==> config.mk <==
export PLATFORM = sky130hd
export DESIGN_NAME = async_fifo_wr_arb
export DESIGN_NICKNAME = d
export VERILOG_FILES = /design/src/rtl/async_fifo_pkg.sv /design/src/rtl/async_fifo_wr_arb_rr_pick.sv /design/src/rtl/async_fifo_wr_arb.sv
export SDC_FILE = /design/constraint.sdc
export NUM_CORES = 1
export LEC_CHECK = 0
export CORE_ASPECT_RATIO = 1.25
export CORE_MARGIN = 3
export CORE_UTILIZATION = 30
export DETAILED_ROUTE_END_ITERATION = 16
export HOLD_SLACK_MARGIN = 0.08
export PLACE_DENSITY_LB_ADDON = 0.3
export SYNTH_ARGS = -nofsm -noshare
export SYNTH_HDL_FRONTEND = slang
export SYNTH_SLANG_ARGS = --single-unit
==> constraint.sdc <==
create_clock -name wclk -period 4.4 [get_ports wclk]
set_input_delay 0.66 -clock wclk [delete_from_list [all_inputs] [get_ports wclk]]
set_output_delay 0.66 -clock wclk [all_outputs]
set_load 0.02 [all_outputs]
==> src/rtl/async_fifo_pkg.sv <==
// ============================================================================
// Module   : async_fifo_pkg
// Brief    : Shared constants, lock-state encoding and helper functions for
//            the async_fifo family.
// Revision : 1.0 - initial release
// ============================================================================
`default_nettype none

package async_fifo_pkg;

    localparam int c_dsize = 32;
    localparam int c_asize = 4;

    typedef enum logic [0:0] {
        ARB_OPEN   = 1'b0,
        ARB_LOCKED = 1'b1
    } lock_state_t;

    // A one-bit index is still needed when only two requesters exist.
    function automatic int clog2_min1(input int n);
        return (n <= 2) ? 1 : $clog2(n);
    endfunction

endpackage

`default_nettype wire

==> src/rtl/async_fifo_wr_arb_rr_pick.sv <==
// ============================================================================
// Module   : rr_pick
// Brief    : Combinational round-robin picker: rotate the request vector by
//            the pointer, take the lowest set bit, then unrotate the index.
// Revision : 1.0 - initial release
// ============================================================================
`default_nettype none

module rr_pick #(
    parameter int NREQ = 4,
    parameter int IDW  = 2
) (
    input  logic [NREQ-1:0] req,
    input  logic [IDW-1:0]  rr_ptr,
    output logic [IDW-1:0]  winner,
    output logic            found
);

    logic [2*NREQ-1:0] w_dbl;
    logic [NREQ-1:0]   w_rot;
    logic [IDW-1:0]    w_offset;
    logic [IDW:0]      w_sum;

    assign w_dbl = {req, req} >> rr_ptr;
    assign w_rot = w_dbl[NREQ-1:0];

    always_comb begin
        w_offset = '0;
        found    = 1'b0;
        for (int i = NREQ - 1; i >= 0; i--) begin
            if (w_rot[i]) begin
                w_offset = IDW'(i);
                found    = 1'b1;
            end
        end
    end

    // Pointer and offset are both below NREQ, so one conditional subtract wraps.
    assign w_sum  = {1'b0, rr_ptr} + {1'b0, w_offset};
    assign winner = (w_sum >= (IDW+1)'(NREQ)) ? IDW'(w_sum - (IDW+1)'(NREQ))
                                              : w_sum[IDW-1:0];

endmodule

`default_nettype wire

==> src/rtl/async_fifo_wr_arb.sv <==
// ============================================================================
// Module   : async_fifo_wr_arb
// Brief    : Round-robin arbiter sharing the async_fifo write port among NREQ
//            valid/ready requesters. Optional ASYNC_FIFO_ARB_PACKET_LOCK_EN
//            keeps the grant on one requester until its req_last word.
// Revision : 1.0 - initial release
// ============================================================================
`default_nettype none

module async_fifo_wr_arb
    import async_fifo_pkg::*;
#(
    parameter int DSIZE = c_dsize,
    parameter int NREQ  = 4,
    parameter int IDW   = clog2_min1(NREQ),
    parameter int CNTW  = 32
) (
    input  logic                  wclk,
    input  logic                  wrst,
    input  logic [NREQ-1:0]       req_valid,
    input  logic [NREQ*DSIZE-1:0] req_data,
    input  logic [NREQ-1:0]       req_last,
    output logic [NREQ-1:0]       req_ready,
    output logic                  winc,
    output logic [DSIZE-1:0]      wdata,
    input  logic                  wfull,
    output logic [IDW-1:0]        grant_id,
    output logic                  grant_vld,
    output logic [CNTW-1:0]       wr_count
);

    // Requests are ignored while reset is held so nothing is granted.
    logic [NREQ-1:0] w_req_ok;
    assign w_req_ok = req_valid & {NREQ{~wrst}};

    logic [IDW-1:0]  r_rr_ptr_q, w_rr_ptr_d;
    logic [IDW-1:0]  r_grant_id_q, w_grant_id_d;
    logic [CNTW-1:0] r_wr_count_q, w_wr_count_d;
    logic [IDW-1:0]  w_pick_id, w_winner;
    logic            w_pick_found, w_adv;

    rr_pick #(
        .NREQ (NREQ),
        .IDW  (IDW)
    ) u_pick (
        .req    (w_req_ok),
        .rr_ptr (r_rr_ptr_q),
        .winner (w_pick_id),
        .found  (w_pick_found)
    );

`ifdef ASYNC_FIFO_ARB_PACKET_LOCK_EN
    lock_state_t    r_lock_q, w_lock_d;
    logic [IDW-1:0] r_lock_id_q, w_lock_id_d;

    always_comb begin
        w_winner  = w_pick_id;
        grant_vld = w_pick_found;
        if (r_lock_q == ARB_LOCKED) begin
            w_winner  = r_lock_id_q;
            grant_vld = w_req_ok[r_lock_id_q];
        end
    end

    // Only the closing word of a packet releases the lock and moves the pointer.
    always_comb begin
        w_lock_d    = r_lock_q;
        w_lock_id_d = r_lock_id_q;
        w_adv       = winc;
        if (winc) begin
            if (req_last[w_winner]) begin
                w_lock_d = ARB_OPEN;
            end else begin
                w_lock_d    = ARB_LOCKED;
                w_lock_id_d = w_winner;
                w_adv       = 1'b0;
            end
        end
    end

    always_ff @(posedge wclk or posedge wrst) begin
        if (wrst) begin
            r_lock_q    <= ARB_OPEN;
            r_lock_id_q <= '0;
        end else begin
            r_lock_q    <= w_lock_d;
            r_lock_id_q <= w_lock_id_d;
        end
    end
`else
    logic w_unused_last;
    assign w_unused_last = ^req_last;
    assign w_winner      = w_pick_id;
    assign grant_vld     = w_pick_found;
    assign w_adv         = winc;
`endif

    assign winc     = grant_vld & ~wfull;
    assign wdata    = req_data[w_winner*DSIZE +: DSIZE];
    assign grant_id = grant_vld ? w_winner : r_grant_id_q;
    assign wr_count = r_wr_count_q;

    for (genvar k = 0; k < NREQ; k++) begin : g_ready
        assign req_ready[k] = winc && (w_winner == IDW'(k));
    end

    always_comb begin
        w_rr_ptr_d   = r_rr_ptr_q;
        w_grant_id_d = grant_vld ? w_winner : r_grant_id_q;
        w_wr_count_d = r_wr_count_q;
        if (w_adv) begin
            w_rr_ptr_d = (w_winner == IDW'(NREQ - 1)) ? '0 : w_winner + IDW'(1);
        end
        if (winc && (r_wr_count_q != '1)) begin
            w_wr_count_d = r_wr_count_q + CNTW'(1);
        end
    end

    always_ff @(posedge wclk or posedge wrst) begin
        if (wrst) begin
            r_rr_ptr_q   <= '0;
            r_grant_id_q <= '0;
            r_wr_count_q <= '0;
        end else begin
            r_rr_ptr_q   <= w_rr_ptr_d;
            r_grant_id_q <= w_grant_id_d;
            r_wr_count_q <= w_wr_count_d;
        end
    end

endmodule

`default_nettype wire
==> summary.md <==
| Metric | Value |
|---|---|
| Status | completed |
| Final Cycle Share | 95.4% |
| FF+latch area | 901 um2 |
| EDFF count, synth | 0 |
| Multi-input logic area | 1740 um2 |
| Worst-Margin Slew | 0.579 ns |
| P&R area growth vs syn | 86.9% |
| Resize count post-CTS | 1 |
| GR Util All Layers | 25.2% |
| Synth Instances | 234 |
| TritonCTS clock tree | done |
| Initial DRT Pass Iterations | 4 |
| Share of cells above drive strength 1 | 16.3% |
| Wire per inst | 22.7 um |
| Vias | 2989 |
| Initial antenna violation count | 8 |
| CTS max path bufs | 2 |
| Setup CP Type | input pin to output pin |
| Post-route setup TNS | 0 ns |
| Core Region | 8800 um2 |
| Post-synthesis cell area | 2740 um2 |
| Pwr dens | 535 nW/um2 |
| Vias in the first global route | 3212 |
| RSZ-0062 raised after global routing | no |
| Hold violation count in the final report | 0 |
| Max cap viols | 0 |
| Final WS setup | 0.204 ns |
| Final clock skew | 0.00727 ns |
| Starting density of the core | 31.2% |
| Post-CTS setup buffers | 0 |
| Global-route wire length before repair | 19600 um |
| Fillers | 747 |
| Largest net degree at the start of global routing | 37 |
| Peak supply drop | 0.000416 V |
| CP Capture Type | output pin |
| Final GP Congestion | 0.929 |
| Layout Cells excl Fill | 568 |
| Syn_area_per_cell | 11.7 um2 |
| I/O Buffers | 206 |
| Max-slew violations | 0 |
| Pre-CTS setup slack | 0.00410 ns |
| DP Cell Count | 559 |
| Ys async rst share | 100% |
| Primary FF master, synth | dfrtp_1 |
| Worst-Skew Late Latency | 0.29 ns |
| Hold buffer count at cts | 0 |
| Synth Warn # | 0 |
| CTS Buf Count | 5 |
| Clock period minus worst slack | 4.20 ns |
| CP Launch Type | input pin |
| Chip width | 91.5 um |
| CP Buf/Inv Count | 5 |
| ANT nets after route | 0 |
| Critical Path Max Stage Delay | 0.54 ns |
| Reg2Reg Setup Slack | 1.93 ns |
| Detailed placer's ending HPWL | 10900 um |
| Slew HR | 61.2% |
| Achievable Freq | 0.238 GHz |
| Root Driver | clkbuf_8 |
| Hold Slack | 0.502 ns |
| Setup violators final | 0 |
| Seq/Total Area, Yosys | 32.8% |
| Yosys cell types | 44 |
| DR DRC count | 0 |
| Net Count, Synth | 376 |
| CP max-delay cell | clkdlybuf4s50_1 |
| CTS sink count | 36 |
| Ports | 211 |
| Worst Path Required | 3.74 ns |
| H-tree depth | 2 |
| Die H | 113 um |
| Vias per cell | 5.26 |
| Top delay family on crit path | buffers and inverters |
| Grt total ovfl | 0 |
| Worst Hold Class | flop to flop |
| Worst Path Max Fanout | 24 |
| Flops & latches, synth | 36 |
| Row count | 38 |
| Die ar. | 10300 um2 |
| LEAKAGE | 2.19 nW |
| Detailed Route WL | 12900 um |
| Cells along the critical path | clkdlybuf4s50_1 > nor2_1 > o22a_1 > o22ai_1 > o21ai_0 > nor2_1 > ha_2 > inv_1 > o32a_1 > and2_1 > buf_12 > buf_4 > mux4_2 > buf_4 |
| Number of nets in the layout | 588 |
| 1st-iter DRT viols | 106 |
| Crit path DAT | 3.54 ns |
| Clock Pin Slew Worst Setup and Hold Paths | 0.08 ns |
| Final core occ | 58.3% |
## registers in the layout, summed over array words and instances, names as in the netlist
register / cells
wr_count: 32
r_grant_id_q: 2
r_rr_ptr_q: 2
## path summary, 6_finish.rpt
path | cells after the start | from | endpoint
min in group asynchronous | 3 | wrst | wr_count[13]$_DFFE_PP0P_
worst max register to register | 10 | r_rr_ptr_q[1]$_DFFE_PP0P_ | r_rr_ptr_q[1]$_DFFE_PP0P_
max in group asynchronous | 3 | wrst | r_rr_ptr_q[0]$_DFFE_PP0P_
worst max-delay path | 14 | req_valid[3] | wdata[19]
worst min-delay path | 1 | wr_count[29]$_DFFE_PP0P_ | wr_count[29]$_DFFE_PP0P_
worst min register to register | 1 | wr_count[29]$_DFFE_PP0P_ | wr_count[29]$_DFFE_PP0P_
## worst register-to-register path, delay by kind of cell (launching register included)
kind                       cells  cell delay [ns]
AOI/OAI and AO/OA              5             1.11
buffers and inverters          2             0.22
and+or+nand+nor                2             0.35
DFF                            1             0.46
adders and majority gates      1             0.22
## metal layers
layer	global-route usage (%)	wire [um]	vias up	part of all wire (%)
li1	-	-	1340	-
met1	26.4	4360	1449	34
met2	42.1	6200	157	48
met3	16.7	2030	27	16
met4	5.53	216	16	1.7
met5	0	103	-	0.80
## synth_stat cells (all sizes together), types with 5 or more instances
cell type   n  share of area [%]
a21oi       7                1.3
nor2       14                1.9
buf         6                2.0
nor3       10                2.6
xnor2      11                3.5
clkbuf      6               0.82
and4        5                1.6
nor4        6                1.9
nand3      15                2.7
dfrtp      36                 33
nand4       8                2.1
xor2       17                5.4
mux4       32                 26
nand2      17                2.3
inv         7               0.96
## placed cells by master (no fill, tap or decap), drive strengths merged, types with 5 or more instances in the layout
master / count
xnor2: 11
nor2: 14
dlymetal6s2s: 21
xor2: 17
nand3: 15
dfrtp: 36
nand2: 17
buf: 21
nand4: 8
a21oi: 7
inv: 7
clkdlybuf4s50: 174
nor3: 10
clkbuf: 5
and4: 5
nor4: 6
mux4: 32
## per-stage QoR
| stage | total power, mW | area [um2] |
|---|---|---|
| after floorplan | 1.60 | 2740 |
| after global placement | 2.50 | 4960 |
| after detailed placement | 2.51 | 4960 |
| after CTS | 2.81 | 5070 |
| after global routing | 2.89 | 5130 |
| final | 2.75 | 5130 |
## cell type report
| class | count | share of cell area [%] |
|---|---|---|
| repair buffers | 217 | 42.8 |
| multi-input cells | 179 | 34.0 |
| flip-flops and latches | 36 | 17.6 |
| well taps | 120 | 2.93 |
| clock buffers | 5 | 1.34 |
| clock inverters | 3 | 0.829 |
| inverters | 7 | 0.512 |
| diodes | 1 | 0.0488 |
## logic make-up after synthesis
group / count (synthesis) / share of synthesized area, %
AND/OR/NAND/NOR: 87 / 18.1
multiplexers: 36 / 27.8
flip-flops: 36 / 32.8
XOR/XNOR: 28 / 8.94
AO/OA/AOI/OAI: 25 / 7.11
buffers and inverters: 19 / 3.78
adder cells (fa/ha/maj): 3 / 1.37
## power by group
part | total (mW) | internal [mW] | switching (mW)
sequential | 0.440 | 0.378 | 0.0618
combinational | 2.02 | 1.03 | 0.992
clock | 0.288 | 0.168 | 0.120
Note: power is estimated with default switching activity, not from simulation.
